==> config.mk <==
export PLATFORM = sky130hd
export DESIGN_NAME = ohc9_mod_accumulator_flat
export DESIGN_NICKNAME = d
export VERILOG_FILES = /design/src/rtl/ohc9_mod_accumulator_if.sv /design/src/rtl/ohc9_mod_accumulator.sv /design/src/flat_wrapper.sv
export SDC_FILE = /design/constraint.sdc
export NUM_CORES = 1
export LEC_CHECK = 0
export BUFFER_PORTS_ARGS = -buffer_cell sky130_fd_sc_hd__buf_2
export CORE_MARGIN = 1.5
export CORE_UTILIZATION = 56
export DETAILED_ROUTE_END_ITERATION = 16
export GPL_TIMING_DRIVEN = 1
export HOLD_SLACK_MARGIN = 0.15
export PLACE_DENSITY = 0.8
export SYNTH_ARGS = -nofsm -noshare
export SYNTH_HDL_FRONTEND = slang
export SYNTH_SLANG_ARGS = --single-unit
==> constraint.sdc <==
create_clock -name clk -period 2.1 [get_ports clk]
set_input_delay 0.105 -clock clk [delete_from_list [all_inputs] [get_ports clk]]
set_output_delay 0.105 -clock clk [all_outputs]
set_load 0.1 [all_outputs]
==> src/rtl/ohc9_mod_accumulator_if.sv <==
// Handshake bundle for ohc9_mod_accumulator: operand stream in, frame result out.
// master drives operands and out_ready; slave is the accumulator itself.
interface ohc9_mod_accumulator_if #(
  parameter int CNT_W = 8
);
  logic             in_valid;
  logic             in_ready;
  logic [8:0]       in_ohc;
  logic             in_last;
  logic             out_valid;
  logic             out_ready;
  logic [8:0]       out_ohc;
  logic [3:0]       out_bin;
  logic [CNT_W-1:0] out_count;
  logic             out_err;

  modport master (
    output in_valid, in_ohc, in_last, out_ready,
    input  in_ready, out_valid, out_ohc, out_bin, out_count, out_err
  );

  modport slave (
    input  in_valid, in_ohc, in_last, out_ready,
    output in_ready, out_valid, out_ohc, out_bin, out_count, out_err
  );
endinterface

==> src/rtl/ohc9_mod_accumulator.sv <==
// Modulo-9 accumulator on one-hot residues: addition is a cyclic rotation of a one-hot register.
// Define OHC9_CHECK_EN to flag malformed (multi-bit) codes and skip them; otherwise the lowest set bit is used.
module ohc9_mod_accumulator #(
  parameter int CNT_W = 8
) (
  input  logic                         clk,
  input  logic                         rst_n,
  ohc9_mod_accumulator_if.slave        bus
);

  typedef enum logic {ACCUM, HOLD} state_e;

  localparam logic [8:0]       OHC_ZERO = 9'b000000001;
  localparam logic [CNT_W-1:0] CNT_MAX  = '1;

  state_e           state_q, state_d;
  logic [8:0]       acc_q;
  logic [CNT_W-1:0] cnt_q;
  logic             out_valid_q;
  logic [8:0]       out_ohc_q;
  logic [3:0]       out_bin_q;
  logic [CNT_W-1:0] out_count_q;

  logic             accept;
  logic             release_res;
  logic             in_ready;
  logic [3:0]       k;
  logic [8:0]       acc_rot;
  logic [8:0]       acc_step;
  logic [CNT_W-1:0] cnt_inc;
  logic             err_step;

  function automatic logic [3:0] ohc_to_bin(input logic [8:0] v);
    ohc_to_bin = '0;
    for (int i = 0; i < 9; i++) begin
      if (v[i]) ohc_to_bin = 4'(i);
    end
  endfunction

  assign accept      = bus.in_valid && in_ready;
  assign release_res = (state_q == HOLD) && bus.out_ready;

  // Residue of the incoming code: index of its lowest set bit, 0 for the all-zero code.
  always_comb begin
    // NOTE: every always_comb output gets a default first so no path leaves it unassigned (no latch).
    k = '0;
    for (int i = 8; i >= 0; i--) begin
      if (bus.in_ohc[i]) k = 4'(i);
    end
  end

  // Rotate left by k within 9 bits: the top half of the doubled word shifted by k.
  assign acc_rot = 9'(({acc_q, acc_q} << k) >> 9);
  assign cnt_inc = (cnt_q == CNT_MAX) ? cnt_q : cnt_q + 1'b1;

`ifdef OHC9_CHECK_EN
  logic err_q;
  logic malformed;

  assign malformed = (bus.in_ohc & (bus.in_ohc - 9'd1)) != 9'd0;
  assign acc_step  = malformed ? acc_q : acc_rot;
  assign err_step  = err_q | malformed;

  always_ff @(posedge clk or negedge rst_n) begin
    if (!rst_n) begin
      err_q <= 1'b0;
    end else if (accept) begin
      err_q <= err_step;
    end else if (release_res) begin
      err_q <= 1'b0;
    end
  end

  logic out_err_q;
  always_ff @(posedge clk or negedge rst_n) begin
    if (!rst_n) begin
      out_err_q <= 1'b0;
    end else if (accept && bus.in_last) begin
      out_err_q <= err_step;
    end
  end
  assign bus.out_err = out_err_q;
`else
  assign acc_step    = acc_rot;
  assign err_step    = 1'b0;
  assign bus.out_err = err_step;
`endif

  // State register.
  always_ff @(posedge clk or negedge rst_n) begin
    // NOTE: sequential state uses non-blocking assignments so all registers update from pre-edge values.
    if (!rst_n) state_q <= ACCUM;
    else        state_q <= state_d;
  end

  // Next-state logic.
  always_comb begin
    state_d = state_q;
    unique case (state_q)
      ACCUM:   if (accept && bus.in_last) state_d = HOLD;
      HOLD:    if (bus.out_ready)         state_d = ACCUM;
      default: state_d = ACCUM;
    endcase
  end

  // Output decode: in_ready depends on the registered state only.
  always_comb begin
    in_ready = (state_q == ACCUM);
  end

  always_ff @(posedge clk or negedge rst_n) begin
    // NOTE: the accumulator and result registers are all asynchronously reset, so a reset drops the
    // partial sum and any pending result at once rather than at the next edge.
    if (!rst_n) begin
      acc_q       <= OHC_ZERO;
      cnt_q       <= '0;
      out_valid_q <= 1'b0;
      out_ohc_q   <= OHC_ZERO;
      out_bin_q   <= '0;
      out_count_q <= '0;
    end else if (accept) begin
      acc_q <= acc_step;
      cnt_q <= cnt_inc;
      if (bus.in_last) begin
        out_valid_q <= 1'b1;
        out_ohc_q   <= acc_step;
        out_bin_q   <= ohc_to_bin(acc_step);
        out_count_q <= cnt_inc;
      end
    end else if (release_res) begin
      // Result registers keep their values so the sum stays readable after out_valid falls.
      out_valid_q <= 1'b0;
      acc_q       <= OHC_ZERO;
      cnt_q       <= '0;
    end
  end

  assign bus.in_ready  = in_ready;
  assign bus.out_valid = out_valid_q;
  assign bus.out_ohc   = out_ohc_q;
  assign bus.out_bin   = out_bin_q;
  assign bus.out_count = out_count_q;

endmodule
==> src/flat_wrapper.sv <==
// flat-port wrapper written by rule: the top's interface ports become plain ports
module ohc9_mod_accumulator_flat 
#(
  parameter int CNT_W = 8
)
  (clk, rst_n, bus_in_valid, bus_in_ohc, bus_in_last, bus_out_ready, bus_in_ready, bus_out_valid, bus_out_ohc, bus_out_bin, bus_out_count, bus_out_err);
  ohc9_mod_accumulator_if #(.CNT_W(CNT_W)) bus_i ();
  input  logic clk;
  input  logic rst_n;
  input wire logic [$bits(bus_i.in_valid)-1:0] bus_in_valid;
  input wire logic [$bits(bus_i.in_ohc)-1:0] bus_in_ohc;
  input wire logic [$bits(bus_i.in_last)-1:0] bus_in_last;
  input wire logic [$bits(bus_i.out_ready)-1:0] bus_out_ready;
  output wire logic [$bits(bus_i.in_ready)-1:0] bus_in_ready;
  output wire logic [$bits(bus_i.out_valid)-1:0] bus_out_valid;
  output wire logic [$bits(bus_i.out_ohc)-1:0] bus_out_ohc;
  output wire logic [$bits(bus_i.out_bin)-1:0] bus_out_bin;
  output wire logic [$bits(bus_i.out_count)-1:0] bus_out_count;
  output wire logic [$bits(bus_i.out_err)-1:0] bus_out_err;
  assign bus_i.in_valid = bus_in_valid;
  assign bus_i.in_ohc = bus_in_ohc;
  assign bus_i.in_last = bus_in_last;
  assign bus_i.out_ready = bus_out_ready;
  assign bus_in_ready = bus_i.in_ready;
  assign bus_out_valid = bus_i.out_valid;
  assign bus_out_ohc = bus_i.out_ohc;
  assign bus_out_bin = bus_i.out_bin;
  assign bus_out_count = bus_i.out_count;
  assign bus_out_err = bus_i.out_err;
  ohc9_mod_accumulator #(.CNT_W(CNT_W)) u_core (.clk(clk), .rst_n(rst_n), .bus(bus_i));
endmodule
==> reports/results.ini, run 1 <==
[final_layout]
multi_input_area_mm2=0.00125
area_growth_pct=32.6
num_antenna_cells=0
nets=348
final_cell_area_mm2=0.00297
seqCellArea_um2=978
fill_cells=268
drive_above_1_share=0.329

[setup_path]
crit_type=flop to flop
endpoint_kind=flop
worstPathMaxFanout=2
worstPathArrival_ns=2.29
crit_required_ns=2.29
cp-start-kind=flop

[pwr]
p_leak_uw=0.00144
power_density_mw_per_mm2=1260
power.switching_uw=1840
ir_drop_v=0.000788
clkPwrFrac=0.199
pwr-share-comb=0.510
seq_power_share=0.291
swShare=0.490
intPower_uw=1920

[sta]
finalHoldViolCount=0
fmax_mhz=477
tightest_slew_ns=0.833
rsz0062_at_grt=yes
maxSlewViolCount=0
setup_tns_ns=0
finClkSkew_ns=0.0102
period_needed_ns=2.10
timing.slew.headroom=0.444
finalCritPeriodShare=0.998
setup_viol=0

[synthesis]
yosys-top-cells-count=nand2_1 (54), dfrtp_1 (37), o21ai_0 (28)
syn_inst=257
synthAdderAreaFrac=0.00558
yosysMostFrequentCell=nand2_1
yosysSeqAreaShare=0.436
synth_top_family_by_area=compound AO/OA/AOI/OAI gates
synth_simple_gate_area_frac=0.188
yosysWarnings=0
synth-edff-count=0
yosys.area.top_type=dfrtp_1
async_flop_share=1.00
synth_seq_cells=39
synth_compound_area_frac=0.246
synth_top_area_frac=0.413
synth_cell_types=48
synthXorXnorAreaFrac=0.0195
synth_flop_cell=dfrtp_1
muxShareOfSynthArea=0.0709
syn-num-nets=272
syn_area_per_cell_um2=8.72
syn-cell-area_mm2=0.00224
ys_top_cells_by_area=dfrtp_1 (41%), nand2_1 (9.0%), o21ai_0 (6.3%)

[grt]
grt_overflow_total=0
grt_pass1_vias=2117
grt_pass1_wl_mm=9.92
grt_start_max_net_pins=40
antenna_found_initial=0
track_usage=0.305

[min_path]
hp-class=input port to flop

[placed_design]
globalplace.congestion=0.877
buffer_ports.inserted=36
place_hpwl_mm=4.49
dpl_cell_area_mm2=0.00276

[clocking]
clk-insertion-delay-late_ns=0.30
cts_sinks=39
clock_path_buffers=2
htreeDepth=2
path_clk_slew_ns=0.08
cts_root_buf=clkbuf_8
cts_buffers=5
cts_tree=yes

[die]
start_util=0.599
fp-row-count=22
core_mm2=0.00374
die_area_mm2=0.00439
ios=38
fp.dieH_um=66.3
die_w_um=66.3

[routing]
via_count=2262
drt_first_pass_iters=5
via_per_inst=5.92
drc=0
avgRoutedWirePerCell_um=16.3
wirelength_mm=6.24
route.antenna.remaining_nets=0
drt_iter0_drc=168

[flow_run]
maxCapViolations=0

[status]
outcome=finished, final reports clean

==> state kept, by name, indices dropped and copies added (netlist names) <==
signal / count
u_core.bus.out_bin: 3
u_core.state_q: 1
u_core.cnt_q: 8
u_core.bus.out_ohc: 9
u_core.bus.out_valid: 1
u_core.bus.out_count: 8
u_core.acc_q: 9
==> power groups by stage <==
stage	clock [uW]	combinational, uW	sequential, uW
floorplan	0	567	1920
global placement	0	1840	1090
detailed placement	0	1860	1100
CTS	758	1880	1090
global route	786	2030	1120
finish	750	1920	1090
==> layout make-up <==
cell class / instances / area share
multi-input combinational: 201 / 0.421
sequential: 39 / 0.329
timing repair buffer: 79 / 0.175
clock buffer: 5 / 0.0231
clock inverter: 3 / 0.0227
tap: 48 / 0.0202
inverter: 7 / 0.00883
==> worst max-delay path: stages (launching register included) <==
cell and delay (ns):
dfrtp_1 0.40, inv_2 0.07, a2111oi_2 0.05, a2111oi_2 0.38, a211oi_2 0.11, buf_4 0.15, nand2_2 0.04, o211ai_1 0.12
nor2b_2 0.18, o311a_1 0.32, o21a_1 0.17
==> per-layer routing <==
layer	share of wire	global-route usage	up-vias
met5	0	0	-
met4	0.018	0.102	0
met3	0.044	0.0545	10
met2	0.52	0.530	79
met1	0.42	0.381	1099
li1	-	-	1074
==> metrics by stage <==
| stage | total power, uW | std cells | hold slack [ns] | utilization | setup WS (ns) |
|---|---|---|---|---|---|
| final | 3760 | 382 | 0.238 | 0.794 | 0.00326 |
| after global routing | 3930 | 382 | 0.262 | 0.794 | -0.141 |
| after CTS | 3730 | 381 | 0.237 | 0.781 | 0.0155 |
| after detailed placement | 2970 | 371 | 0.260 | 0.738 | -0.306 |
| after global placement | 2940 | 371 | 0.247 | 0.738 | -0.265 |
| after floorplan | 2480 | 257 | -0.191 | - | 0.00349 |
==> path summary, 6_finish.rpt <==
path / start / to / slack (ns) / cells after the start
worst max-delay path: u_core.acc_q[3] / u_core.bus.out_bin[0] / 0.003 / 10
worst min-delay path: bus_in_last / u_core.bus.out_valid / 0.24 / 4
worst max register to register: u_core.acc_q[3] / u_core.bus.out_bin[0] / 0.003 / 10
worst min register to register: u_core.bus.out_ohc[3] / u_core.bus.out_ohc[3] / 0.47 / 2
max in group asynchronous: rst_n / u_core.bus.out_ohc[4] / 1.12 / 2
min in group asynchronous: rst_n / u_core.acc_q[6] / 0.46 / 2
==> cell usage in the layout (no fill, tap or decap), types with 6 or more instances in the layout <==
cell	n
nor2_1	15
a22o_1	8
a21oi_1	15
dfrtp_1	37
buf_4	40
buf_2	36
inv_1	6
o21ai_0	27
nand2_1	53
mux2i_1	8
==> timing repair <==
action                                 4_1_cts  5_1_grt
endpoints found under the hold margin       39        0
hold buffers                                 2        0
pin swaps                                    0        7
gates resized for setup                      1       13
setup endpoints to repair                    2       10
buffers inserted                             0        1
==> cell families (layout without fill, tap and decap cells) <==
kind of cell | after synthesis | in the layout
AO/OA/AOI/OAI | 84 | 84
XOR/XNOR | 5 | 5
adder cells (fa/ha/maj) | 1 | 1
buffers and inverters | 17 | 94
flip-flops | 39 | 39
multiplexers | 13 | 13
other | 1 | 1
AND/OR/NAND/NOR | 97 | 97
Power figures use the tool's default switching activity.
==> run 2: changes to the inputs <==
--- a/config.mk
+++ b/config.mk
@@ -6,12 +6,12 @@
 export NUM_CORES = 1
 export LEC_CHECK = 0
 export BUFFER_PORTS_ARGS = -buffer_cell sky130_fd_sc_hd__buf_2
-export CORE_MARGIN = 1.5
 export CORE_UTILIZATION = 56
 export DETAILED_ROUTE_END_ITERATION = 16
 export GPL_TIMING_DRIVEN = 1
 export HOLD_SLACK_MARGIN = 0.15
 export PLACE_DENSITY = 0.8
+export SLEW_MARGIN = 10
 export SYNTH_ARGS = -nofsm -noshare
 export SYNTH_HDL_FRONTEND = slang
 export SYNTH_SLANG_ARGS = --single-unit
==> run 2 against run 1 <==
  * Clock skew up 0.00083 ns
  * First-iteration DRC count is 1.2% higher
  * Critical endpoint unchanged
  * Hold slack gained 0.086 ns
  * Non-clock buffer count up 9
  * The run now ends with setup timing left
  * Sequential share of layout area shrank 1.2 points
  * Design area increased by 3.9%
  * Worst setup slack lost 0.038 ns
  * Largest cell class unchanged
==> reports/results.ini, run 2 (synthesis results as in run 1) <==
[status]
outcome=complete, but fails checks
violations=setup timing

[routing]
drc=0  ; unchanged
drt_iter0_drc=170  ; +1.2%
route.antenna.remaining_nets=0  ; unchanged
drt_first_pass_iters=4  ; -1
avgRoutedWirePerCell_um=16.7  ; +2.0%
via_count=2333  ; +3.1%
via_per_inst=5.98  ; +1.0%
wirelength_mm=6.50  ; +4.2%

[die]
core_mm2=0.00374  ; unchanged
ios=38  ; unchanged
die_w_um=65.3  ; -1.5%
die_area_mm2=0.00426  ; -3.0%
fp-row-count=22  ; unchanged
start_util=0.599  ; unchanged
fp.dieH_um=65.3  ; -1.5%

[final_layout]
final-instance-count-excl-fill=390  ; +2.1%
layout_commonest_cell=nand2_1
num_antenna_cells=0  ; unchanged
nets=357  ; +2.6%
fill_cells=242  ; -9.7%
utilization=0.826  ; +0.0311
final_cell_mix=nand2_1 (54), buf_4 (50), dfrtp_1 (37)
drive_above_1_share=0.357  ; +0.0274
area_growth_pct=37.8

[min_path]
hp-class=input port to flop

[pwr]
pwr-share-comb=0.545  ; +0.035
power_density_mw_per_mm2=1200  ; -4.8%
power.switching_uw=1870  ; +1.7%
p_leak_uw=0.00148  ; +2.8%
clkPwrFrac=0.162  ; -0.037
ir_drop_v=0.00106  ; +34%
swShare=0.503  ; +0.0135
seq_power_share=0.293  ; +0.002
intPower_uw=1850  ; -3.7%

[placed_design]
buffer_ports.inserted=36  ; unchanged
place_hpwl_mm=4.35  ; -3.1%
place_ws_ns=-0.272  ; +0.0338 ns
dp_cells=375  ; +1.1%
globalplace.congestion=0.954  ; +8.8%

[clocking]
path_clk_slew_ns=0.07  ; about the same
htreeDepth=2  ; unchanged
cts_sinks=39  ; unchanged
cts_root_buf=clkbuf_8
cts_tree=yes
clock_path_buffers=2  ; unchanged
clk-insertion-delay-late_ns=0.30  ; about the same
cts_buffers=5  ; unchanged

[grt]
track_usage=0.313  ; +0.00844
grt_use_met2=0.531  ; +0.000928
grt_overflow_total=0  ; unchanged
grt_start_max_net_pins=40  ; unchanged
grt_use_met1=0.381  ; +0.000804
use_met3=0.0573  ; +0.00278
antenna_found_initial=0  ; unchanged
globalRoute.busiestLayer=met2
grt_pass1_vias=2258  ; +6.7%
grt_pass1_wl_mm=10.1  ; +1.5%

[flow_run]
maxCapViolations=0  ; unchanged

[sta]
fmax_mhz=469  ; -1.8%
tightest_slew_ns=0.852  ; +0.0182 ns
setup_viol=2  ; +2
timing.slew.headroom=0.432  ; -0.0121
maxSlewViolCount=0  ; unchanged
period_needed_ns=2.13  ; +0.0376 ns
finClkSkew_ns=0.0111  ; +0.000826 ns
final.setup.worst_slack_ns=-0.0343  ; -0.0376 ns
finalCritPeriodShare=1.02  ; +0.0179
finalHoldViolCount=0  ; unchanged
rsz0062_at_grt=yes

[setup_path]
r2r_slack_ns=-0.01  ; about the same
worstPathArrival_ns=2.32  ; +0.03 ns
cp-start-kind=input port
crit_required_ns=2.29  ; about the same
endpoint_kind=flop
worstPathMaxFanout=4  ; +2
crit_type=input port to flop

run 2: cell types whose count changed in the layout (fill, tap and decap cells not counted), moves of 2 or more:
| cell | before | now |
|---|---|---|
| buf_4 | 40 | 50 |
| a2111oi_2 | 2 | 0 |
| a2111oi_4 | 0 | 2 |
| a21oi_1 | 15 | 13 |
| a21oi_2 | 0 | 2 |
| nor2_2 | 2 | 0 |
run 2: per-stage QoR:
step	cell area, um^2	hold slack [ns]	total power, uW	TNS, ns
after floorplan	2260	-0.191	2480	0
after global placement	2790	0.252	2930	-1.13
after detailed placement	2790	0.249	2970	-1.14
after CTS	2990	0.312	3630	-0.00851
after global routing	3090	0.359	3870	-0.138
final	3090	0.324	3720	-0.0416
run 2: critical path, cell delays in order:
cell      delay [ns]
buf_2           0.14
nor2_4          0.20
a211oi_4        0.10
o21ai_2         0.22
mux4_2          0.58
a221o_1         0.41
o311a_1         0.39
o21a_1          0.17
run 2: what timing repair did:
item                                    4_1_cts  5_1_grt
gates resized for setup                       9       17
endpoints found under the setup margin        2       12
pin swaps                                     6        8
hold endpoints to repair                     39        0
cloned                                        0        0
buffers inserted                              6        1
hold buffers                                  2        0
run 2: final cells by class:
class | instances | area, um^2 | share of cell area
Tap cell | 48 | 60.1 | 0.0194
Clock inverter | 1 | 30.0 | 0.00972
Multi-Input combinational cell | 201 | 1330 | 0.431
Inverter | 7 | 26.3 | 0.00850
Clock buffer | 6 | 72.6 | 0.0235
Timing Repair Buffer | 88 | 591 | 0.191
Sequential cell | 39 | 978 | 0.317
run 2: power groups by stage:
| stage | clock, uW | combinational (uW) | sequential (uW) |
|---|---|---|---|
| finish | 604 | 2030 | 1090 |
| detailed placement | 0 | 1880 | 1090 |
| CTS | 609 | 1940 | 1080 |
| global route | 639 | 2120 | 1110 |
| floorplan | 0 | 567 | 1920 |
| global placement | 0 | 1850 | 1080 |
run 2: path summary, 6_finish.rpt:
path | start | endpoint | cells past startpoint
min in group asynchronous | rst_n | u_core.bus.out_count[3] | 2
setup / recovery | bus_in_ohc[3] | u_core.bus.out_bin[0] | 8
max in group asynchronous | rst_n | u_core.acc_q[2] | 2
setup reg to reg | u_core.acc_q[3] | u_core.bus.out_bin[0] | 5
hold reg to reg | u_core.bus.out_ohc[1] | u_core.bus.out_ohc[1] | 2
hold / removal | bus_in_last | u_core.bus.out_count[4] | 4
run 2: per-layer routing:
layer	part of all wire	vias up
li1	-	1088
met1	0.40	1121
met2	0.52	100
met3	0.058	24
met4	0.028	0
met5	0	-
